### src/rtl/px_out_serializer.sv
// Output serializer: queues 24-bit pixel strobes in a small FIFO and emits them as
// 1 or 3 bytes (LSB first) over valid/ack. Define PX_SER_LAST_EN to add byte_last_o.
module px_out_serializer #(
    parameter int FIFO_DEPTH     = 4,
    parameter int MAX_PIXEL_BITS = 24
) (
    input  logic                      clk_i,
    input  logic                      reset_i,
    input  logic [1:0]                select_i,
    input  logic                      px_rdy_i,
    input  logic [MAX_PIXEL_BITS-1:0] in_pixel_i,
    output logic [7:0]                byte_o,
    output logic                      byte_valid_o,
    input  logic                      byte_ack_i,
    output logic                      fifo_full_o,
    output logic                      overflow_o,
`ifdef PX_SER_LAST_EN
    output logic                      byte_last_o,
`endif
    output logic                      busy_o
);

    localparam int AW = $clog2(FIFO_DEPTH);
    localparam int EW = MAX_PIXEL_BITS + 2;
    localparam int NB = MAX_PIXEL_BITS / 8;
    localparam logic [AW:0] DEPTH_CNT = (AW + 1)'(FIFO_DEPTH);

    typedef enum logic {IDLE, SEND} state_t;

    state_t                      state_reg, state_next;
    logic [AW-1:0]               wr_ptr_reg, wr_ptr_next;
    logic [AW-1:0]               rd_ptr_reg, rd_ptr_next;
    logic [AW:0]                 count_reg, count_next;
    logic [MAX_PIXEL_BITS-1:0]   shift_reg, shift_next;
    logic [1:0]                  nbytes_reg, nbytes_next;
    logic [1:0]                  idx_reg, idx_next;
    logic                        overflow_reg, overflow_next;

    logic [EW-1:0]               mem [FIFO_DEPTH];
    logic [EW-1:0]               rd_data;
    logic [MAX_PIXEL_BITS-1:0]   shifted;
    logic [1:0]                  nbytes_in;
    logic                        full, empty, push, pop, xfer, last_byte;

    assign full      = (count_reg == DEPTH_CNT);
    assign empty     = (count_reg == '0);
    assign push      = px_rdy_i && !full;
    assign nbytes_in = (select_i == 2'b11) ? 2'd3 : 2'd1;
    assign rd_data   = mem[rd_ptr_reg];
    assign xfer      = (state_reg == SEND) && byte_ack_i;
    assign last_byte = (idx_reg == (nbytes_reg - 2'd1));

    // Byte lanes move down one position per transfer; the top lane fills with zero.
    genvar gi;
    generate
        for (gi = 0; gi < NB; gi++) begin : g_lane
            if (gi < NB - 1) begin : g_mid
                assign shifted[gi*8 +: 8] = shift_reg[(gi+1)*8 +: 8];
            end else begin : g_top
                assign shifted[gi*8 +: 8] = 8'h00;
            end
        end
    endgenerate

    // Pixel storage has no reset; reset empties it by clearing the pointers.
    always_ff @(posedge clk_i) begin
        if (push) begin
            mem[wr_ptr_reg] <= {nbytes_in, in_pixel_i};
        end
    end

    always_comb begin
        state_next    = state_reg;
        wr_ptr_next   = wr_ptr_reg;
        rd_ptr_next   = rd_ptr_reg;
        count_next    = count_reg;
        shift_next    = shift_reg;
        nbytes_next   = nbytes_reg;
        idx_next      = idx_reg;
        overflow_next = overflow_reg || (px_rdy_i && full);
        pop           = 1'b0;

        case (state_reg)
            IDLE: begin
                if (!empty) begin
                    pop        = 1'b1;
                    state_next = SEND;
                end
            end
            SEND: begin
                if (xfer) begin
                    if (!last_byte) begin
                        shift_next = shifted;
                        idx_next   = idx_reg + 2'd1;
                    end else if (!empty) begin
                        pop = 1'b1;
                    end else begin
                        state_next = IDLE;
                    end
                end
            end
            default: state_next = IDLE;
        endcase

        if (pop) begin
            shift_next  = rd_data[MAX_PIXEL_BITS-1:0];
            nbytes_next = rd_data[EW-1 -: 2];
            idx_next    = 2'd0;
            rd_ptr_next = rd_ptr_reg + {{(AW-1){1'b0}}, 1'b1};
        end
        if (push) begin
            wr_ptr_next = wr_ptr_reg + {{(AW-1){1'b0}}, 1'b1};
        end

        case ({push, pop})
            2'b10:   count_next = count_reg + {{AW{1'b0}}, 1'b1};
            2'b01:   count_next = count_reg - {{AW{1'b0}}, 1'b1};
            default: count_next = count_reg;
        endcase
    end

    always_ff @(posedge clk_i) begin
        if (reset_i) begin
            state_reg    <= IDLE;
            wr_ptr_reg   <= '0;
            rd_ptr_reg   <= '0;
            count_reg    <= '0;
            shift_reg    <= '0;
            nbytes_reg   <= '0;
            idx_reg      <= '0;
            overflow_reg <= 1'b0;
        end else begin
            state_reg    <= state_next;
            wr_ptr_reg   <= wr_ptr_next;
            rd_ptr_reg   <= rd_ptr_next;
            count_reg    <= count_next;
            shift_reg    <= shift_next;
            nbytes_reg   <= nbytes_next;
            idx_reg      <= idx_next;
            overflow_reg <= overflow_next;
        end
    end

    assign byte_valid_o = (state_reg == SEND);
    assign byte_o       = byte_valid_o ? shift_reg[7:0] : 8'h00;
    assign fifo_full_o  = full;
    assign overflow_o   = overflow_reg;
    assign busy_o       = !empty || (state_reg != IDLE);
`ifdef PX_SER_LAST_EN
    assign byte_last_o  = byte_valid_o && last_byte;
`endif

endmodule

### config.mk
export PLATFORM = sky130hd
export DESIGN_NAME = px_out_serializer
export DESIGN_NICKNAME = d
export VERILOG_FILES = /design/src/rtl/px_out_serializer.sv
export SDC_FILE = /design/constraint.sdc
export NUM_CORES = 1
export LEC_CHECK = 0
export CAP_MARGIN = 20
export CORE_MARGIN = 3
export CORE_UTILIZATION = 59
export CTS_CLUSTER_DIAMETER = 100
export DETAILED_ROUTE_END_ITERATION = 12
export MAX_ROUTING_LAYER = met4
export PLACE_DENSITY = 0.77
export REMOVE_ABC_BUFFERS = 1
export SETUP_SLACK_MARGIN = 0.02
export SLEW_MARGIN = 10
export SYNTH_ARGS = -nofsm -noshare
export SYNTH_HDL_FRONTEND = slang
export SYNTH_SLANG_ARGS = --single-unit
### constraint.sdc
create_clock -name clk_i -period 2.81 [get_ports clk_i]
set_input_delay 0.562 -clock clk_i [delete_from_list [all_inputs] [get_ports clk_i]]
set_output_delay 0.562 -clock clk_i [all_outputs]
set_load 0.01 [all_outputs]
Word level (Yosys, flattened, before mapping)
Memory sizes are Yosys's and may differ from the RTL's. A register that Yosys moved wholly into a read port is not among the register bits.
Index checks and enable logic that the tools add are counted.
Widths: inputs -> output; s select.
{"block": "word_totals", "in_bits": 30, "ff_bits": 37, "word_cells": 55, "mem_bits_rw": 104, "memories": 1}
{"block": "classes", "n_mux": 18, "n_eq_ne": 6, "bitwise": 2, "add_sub_neg": 6, "n_reduce_logical": 14}
{"memory": "mem", "depth": 4, "word_bits": 26, "rd": 1, "rd_ports_with_merged_regs": 1, "write_ports": 1, "line": "39", "rtl": "logic [EW-1:0] mem [FIFO_DEPTH];"}
{"op": "$mux 24", "n": 4}
{"op": "$mux 8", "n": 1}
{"op": "$mux 1", "n": 7}
{"op": "$add 2x1->2 const B", "n": 3}
{"op": "$mux 2", "n": 3}
{"op": "$pmux 3 s2", "n": 1}
{"op": "$reduce_and 3->1", "n": 2}
{"op": "$reduce_bool 2->1", "n": 3}
{"op": "$eq 2x2->1 const B", "n": 2}
{"op": "$pmux 1 s2", "n": 2}
{"op": "$add 3x1->3 const B", "n": 1}
{"op": "$eq 3x3->1 const B", "n": 1}
{"op": "$logic_and 1x1->1", "n": 3}
{"op": "$logic_not 3->1", "n": 1}
{"op": "$sub 3x1->3 const B", "n": 1}
{"op": "$eq 2x1->1 const B", "n": 1}
{"op": "$eq 2x2->1", "n": 1}
{"op": "$logic_not 1->1", "n": 2}
{"op": "$logic_or 1x1->1", "n": 2}
{"op": "$ne 2x2->1 const B", "n": 1}
{"op": "$not 1->1", "n": 2}
{"op": "$reduce_or 2->1", "n": 1}
{"op": "$sub 2x1->2 const B", "n": 1}

Logic depth before layout (Yosys ltp)
{"block": "logic_depth", "ltp_word": 7, "depth_mapped": 11}

Worst setup path after synthesis
Ideal clock, no wire load.
{"block": "synth_path", "path_type": "register -> register", "from": "register idx_reg[1]", "to": "register count_reg[2]", "period_less_slack_ns": 2.549, "path_buffers": 0, "setup_slack_ns": 0.261, "t_arrival_ns": 2.478, "path_stages_with_launch": 11, "required_time_ns": 2.739, "cell_sequence": "dfxtp_1 -> xnor2_2 -> mux2_4 -> a21o_4 -> inv_2 -> ha_1 -> inv_1 -> fa_1 -> xor2_1 -> or3_1 -> a21oi_1"}
{"block": "synth_via", "elab_chain_cells": 6}
{"item": "start: declaration", "line": "36", "rtl": "logic [1:0] idx_reg, idx_next;"}
{"item": "start signal: assignment", "line": "139", "rtl": "idx_reg <= idx_next;"}
{"item": "$eq 2x2->1 *", "line": "51", "rtl": "assign last_byte = (idx_reg == (nbytes_reg - 2'd1));"}
{"item": "$mux 1 *", "line": "92", "rtl": "if (!last_byte) begin"}
{"item": "$mux 1 *", "line": "91", "rtl": "if (xfer) begin"}
{"item": "$pmux 1 s2 *", "line": "83", "rtl": "case (state_reg)"}
{"item": "$eq 2x1->1 or $eq 2x2->1 (tied branches)", "line": "115", "rtl": "case ({push, pop})"}
{"item": "$pmux 3 s2 or $reduce_bool 2->1 (tied branches)"}
{"item": "end signal: assignment", "line": "136", "rtl": "count_reg <= count_next;"}
{"item": "end: declaration", "line": "33", "rtl": "logic [AW:0] count_reg, count_next;"}
Mark *: on every way between the ends. The rest lies on a longest branch, timed or not.
A chain may end at the register's enable or synchronous reset.

Final worst setup path
{"block": "layout_path", "from": "register state_reg, in the netlist byte_valid_o", "to": "output byte_o[7]"}
{"block": "layout_via", "elab_chain_cells": 1}
{"item": "start: declaration", "line": "30", "rtl": "state_t state_reg, state_next;"}
{"item": "start signal: assignment", "line": "133", "rtl": "state_reg <= state_next;"}
{"item": "$mux 8", "line": "145", "rtl": "assign byte_o = byte_valid_o ? shift_reg[7:0] : 8'h00;"}
{"item": "end: declaration", "line": "12", "rtl": "output logic [7:0] byte_o,"}
No other way between the ends.

==> results.txt <==
I/O Buffers = 41
setup tns final = 0 ns
via total after detailed routing = 4127
PnR Total Power = 7.31 mW
flip-flop and latch count after synthesis = 139
setup repair after global routing missed its margin = no
final weighted congestion of routability-driven global placement = 0.834
highest ir drop seen on vdd = 0.000594 V
result of the run = completed
number of ports placed on the die boundary = 42
cell area after technology mapping = 0.00615 mm2
initial core utilization = 61.7%
first-pass GRT wire length = 21.7 mm
most numerous cell in the Yosys netlist = sky130_fd_sc_hd__edfxtp_1
Power Density = 991 mW/mm2
Metal-1 WL = 5.51 mm
number of max-capacitance violations reported = 0
DP HPWL = 8.07 mm
startpoint type of the worst setup path = register
die area = 0.0117 mm2
post-synthesis average cell area = 13.9 um2
WHS = 0.470 ns
data arrival time of the critical path = 2.05 ns
Post-synth EDFFs = 100
core area = 0.00995 mm2
die extent in y = 108 um
area added between synthesis and finish = 19.9%
Setup WS pre-CTS = -0.178 ns
Final Util = 74.0%
Max-slew headroom = 58.8%
Commonest cells post-synth = 100 x sky130_fd_sc_hd__edfxtp_1, 39 x sky130_fd_sc_hd__dfxtp_1, 29 x sky130_fd_sc_hd__nand3_1, 25 x sky130_fd_sc_hd__clkbuf_1, 25 x sky130_fd_sc_hd__mux4_2
post-DR wirelength/cell = 21.1 um
final hold vios = 0
total setup buffers inserted after CTS = 0
highest layer used for signal routing = met4
most frequently used flop master after synthesis = sky130_fd_sc_hd__edfxtp_1
final setup fails = 0
data required time of the critical path = 2.25 ns
Max Clk Rate = 0.383 GHz
Slew @ Worst Pin = 0.618 ns
cells resized by post-CTS repair = 0
number of cells produced by synthesis = 442
path type of the worst setup path = reg2out
Final Routed Wirelength = 13.5 mm
Final WS setup = 0.197 ns
router iterations before antenna repair = 6
final number of max-transition violations = 0
element type at the critical path end = primary output
count of standard-cell rows = 36
All-Layer GR Usage = 25.7%
CTS Root Buffer Type = sky130_fd_sc_hd__clkbuf_8
number of buffers inserted during clock tree synthesis = 17
sink count of the clock tree = 139
Post-CTS Hold Fix Bufs = 0
WL met3 = 1.00 mm
H-tree levels = 4
Static Leakage = 2.38 nW
number of antenna violations at the first check in global routing = 0
final antenna-violating net count = 0
Hold Path Class = reg2reg
share of post-route cells with drive strength above 1 = 19.2%
TritonCTS clock tree = yes
antenna cells = 0
total of warnings raised by yosys = 0
Worst-path clk slew = 0.07 ns
die width = 108 um
routed length on met2 = 6.60 mm
deepest clock path buffer count = 2
clock latency on the worst-skew pair = 0.53 ns
area leader, netlist = sky130_fd_sc_hd__edfxtp_1
fraction of the yosys area taken by sequential cells = 61.6%
total grt overflow = 0
worst hold path cell count = 2
distinct cell type count after synthesis = 49
DRC Markers = 0
Tcrit/Tclk final = 93.0%
maximum number of pins on one net before global-route repair = 35
post-route standard cell area excluding fillers = 0.00737 mm2
max FFs per register = 100
post-synth top area share = 48.9%
detailed router's first-iteration violation count = 607
depth of the worst register-to-register path = 10
Worst Clk Skew = 0.00998 ns
Placed Instance Area = 0.00680 mm2
vias in the first global route = 4088
FFs w/ async S/R, synth = 0%
cell types occupying the most area after synthesis = sky130_fd_sc_hd__edfxtp_1 49%, sky130_fd_sc_hd__dfxtp_1 13%, sky130_fd_sc_hd__mux4_2 9.2%
total number of nets in the final design = 528
Final Critical Period = 2.61 ns
total instance count after detailed placement = 606
via-per-instance ratio = 6.47
number of standard cells in the layout, taps in and fillers out = 638
biggest fanout along the worst timing path = 17
==> power by group <==
group	internal [mW]	switching, mW
clock network	1.21	0.915
logic	1.00	1.34
registers	2.57	0.272
==> final timing paths <==
kind	slack, ns	startpoint	endpoint
min	0.47	overflow_o	overflow_o
max reg2reg	0.31	idx_reg[1]	count_reg[2]
min reg2reg	0.47	overflow_o	overflow_o
max	0.20	byte_valid_o	byte_o[7]
==> cells by family after synthesis <==
group,count (synthesis),synth area share [%]
compound gates,89,11.5
xor+xnor,6,0.977
fa+ha+maj,6,1.34
buf+inv,56,3.97
flops,139,61.6
mux,31,10.3
simple gates,115,10.4
==> layout by cell type (no fill, tap or decap), drive strengths merged, types with 17 or more instances in the layout <==
cell type / n
buf: 29
clkbuf: 17
clkdlybuf4s50: 41
dfxtp: 39
edfxtp: 100
inv: 25
mux4: 25
nand3: 29
==> critical path: stages (launching register included) <==
cell and delay, ns:
sky130_fd_sc_hd__dfxtp_1 0.71, sky130_fd_sc_hd__and2_1 0.26, sky130_fd_sc_hd__clkdlybuf4s50_1 0.55
==> per-layer routing <==
| metal | track usage, % | up-vias |
|---|---|---|
| met4 | 10.6 | 0 |
| met1 | 33.5 | 2023 |
| met3 | 5.73 | 30 |
| met5 | - | - |
| met2 | 39.5 | 219 |
| li1 | - | 1855 |
==> cell type report <==
type	count	area (um2)
Clock buffer	17	414
Timing Repair Buffer	70	666
Clock inverter	15	158
Tap cell	133	166
Inverter	17	63.8
Sequential cell	139	3780
Multi-Input combinational cell	247	2120
Fill cell	621	2580
No activity file was read; power rests on OpenSTA's default activity.
==> edit, RTL diff (same flow settings) <==
Change the parameter `FIFO_DEPTH` from 4 to 8.
--- a/src/rtl/px_out_serializer.sv
+++ b/src/rtl/px_out_serializer.sv
@@ -3,3 +3,3 @@
 module px_out_serializer #(
-    parameter int FIFO_DEPTH     = 4,
+    parameter int FIFO_DEPTH     = 8,
     parameter int MAX_PIXEL_BITS = 24
Behaviour: not the same (a bounded check fails within 10 cycles, from zero or initial values and one cycle with reset_i high).
==> edit against the unedited design <==
  * Clock power increased by 34%
  * Cell area increased by 49%
  * First-iteration DRC count decreased by 39%
  * Fmax increased by 3.1%
  * Worst setup slack improved by 79 ps
  * Power increased by 36%
  * Clock skew decreased by 1.1 ps
  * Synthesized area increased by 53%
  * Routed wire length increased by 34%
  * Sequential cell count increased by 104
==> edit: results (changes against the unedited design) <==
Mapped Cells -> 500 (+13%)
Clk buf depth -> 3 (+1)
Clock Tree Root -> clkbuf_16
# setup viols final -> 0 (unchanged)
Status -> completed
Leakage -> 3.499 nW (+47%)
Hold Path Origin -> shift_reg[19]
Post-detail-place hpwl -> 10.70 mm (+33%)
Worst-Skew Late Latency -> 500 ps (-30 ps)
Met2 wire length -> 8.621 mm (+31%)
Number of flops mapped to enable cells by yosys -> 200 (+100%)
Met2 usage -> 0.3256 (-0.06962)
DRT Pass-1 Iters -> 5 (-1)
Met3 Usage GRT -> 0.04504 (-0.01228)
Layout Skew -> 8.844 ps (-1.138 ps)
Port buffer count -> 41 (unchanged)
Largest net degree at the start of global routing -> 36 (+2.9%)
Crit path max fanout -> 15 (-2)
Max FFs per register -> 200 (+100%)
Vias in the first global route -> 5021 (+23%)
Area contributors post-synth -> edfxtp_1, mux4_2, dfxtp_1
Met3 routed WL -> 1.408 mm (+41%)
Layout cells sized above 1 -> 0.2274 (+0.03527)
Placed Cells -> 754 (+24%)
Distinct cells, synth -> 47 (-4.1%)
Crit path DAT -> 1970 ps (-80 ps)
M1 GR Usage -> 0.3104 (-0.02435)
VDD IR max -> 0.0004896 V (-18%)
Synth-to-layout area growth -> 16.52%
Total GRT Usage -> 0.2180 (-0.03887)
Vias per cell -> 6.044 (-6.6%)
RD Place Congestion -> 0.8090 (-3.0%)
Slew of the pin with the lowest slew margin -> 752.1 ps (+134.2 ps)
First-iteration detailed-routing DRC count -> 369 (-39%)
Clock slew at reported path FFs -> 60 ps
Critical R2R Launch -> nbytes_reg[1]
Initial antenna violation count -> 0 (unchanged)
Register area share after synthesis -> 0.7287 (+0.1131)
H-tree levels -> 1 (-3)
Top post-synthesis cells by count -> edfxtp_1, mux4_2, dfxtp_1, mux2i_1
Final wirelength -> 17.99 mm (+34%)
Area after DPL -> 0.01030 sq mm (+51%)
Clock buffer count from CTS -> 23 (+6)
Nets@finish -> 603 (+14%)
First-pass GRT wire length -> 28.62 mm (+32%)
Antenna cells -> 0 (unchanged)
Post-Route M1 WL -> 7.548 mm (+37%)
Fillers -> 924 (+49%)
Finished Layout Cells -> 796 (+25%)
Postcts setup bufs -> 0 (unchanged)
edit: cell types whose count changed in the layout (fill, tap and decap cells not counted), moves of 15 or more:
cell | before | now
edfxtp_1 | 100 | 200
mux2i_1 | 2 | 27
inv_1 | 16 | 1
mux4_2 | 25 | 50
nand3_1 | 29 | 2
edit: power breakdown:
group	switching, mW	internal (mW)	total [mW]
Sequential	0.357	4.34	4.70
Combinational	1.24	1.17	2.41
Clock	1.22	1.62	2.84
edit: final timing paths:
path | cells past startpoint | end | slack, ps
worst max-delay path | 2 | byte_o[7] | 280
worst min-delay path | 2 | shift_reg[19] | 460
worst max register to register | 10 | count_reg[2] | 400
worst min register to register | 2 | shift_reg[19] | 460
edit: layout make-up:
class	instances	area share
Sequential cell	243	0.6259
Tap cell	211	0.02405
Clock inverter	6	0.005356
Inverter	2	0.0006838
Clock buffer	36	0.05687
Multi-Input combinational cell	228	0.2231
Timing Repair Buffer	70	0.06405
edit: logic make-up after synthesis:
group,Yosys count,share of synthesized area
AOI/OAI and AO/OA,65,0.04807
xor gates and xnor gates,9,0.009163
adders and majority gates,5,0.006639
buffers and inverters,29,0.01487
DFF,243,0.7287
muxes,78,0.1496
and+or+nand+nor,71,0.04289
edit: critical path, stage by stage, from the launching register on:
cell             delay (ps)
dfxtp_1                 660
and2_1                  260
clkdlybuf4s50_1         550
edit: metrics by stage:
stage | hold slack (ps) | worst slack, ps
2_1_floorplan | 416.8 | -1107
3_5_place_dp | 447.0 | -123.2
3_3_place_gp | 438.9 | 47.09
4_1_cts | 454.7 | 286.8
6_report | 456.4 | 276.3
5_1_grt | 483.0 | 207.0
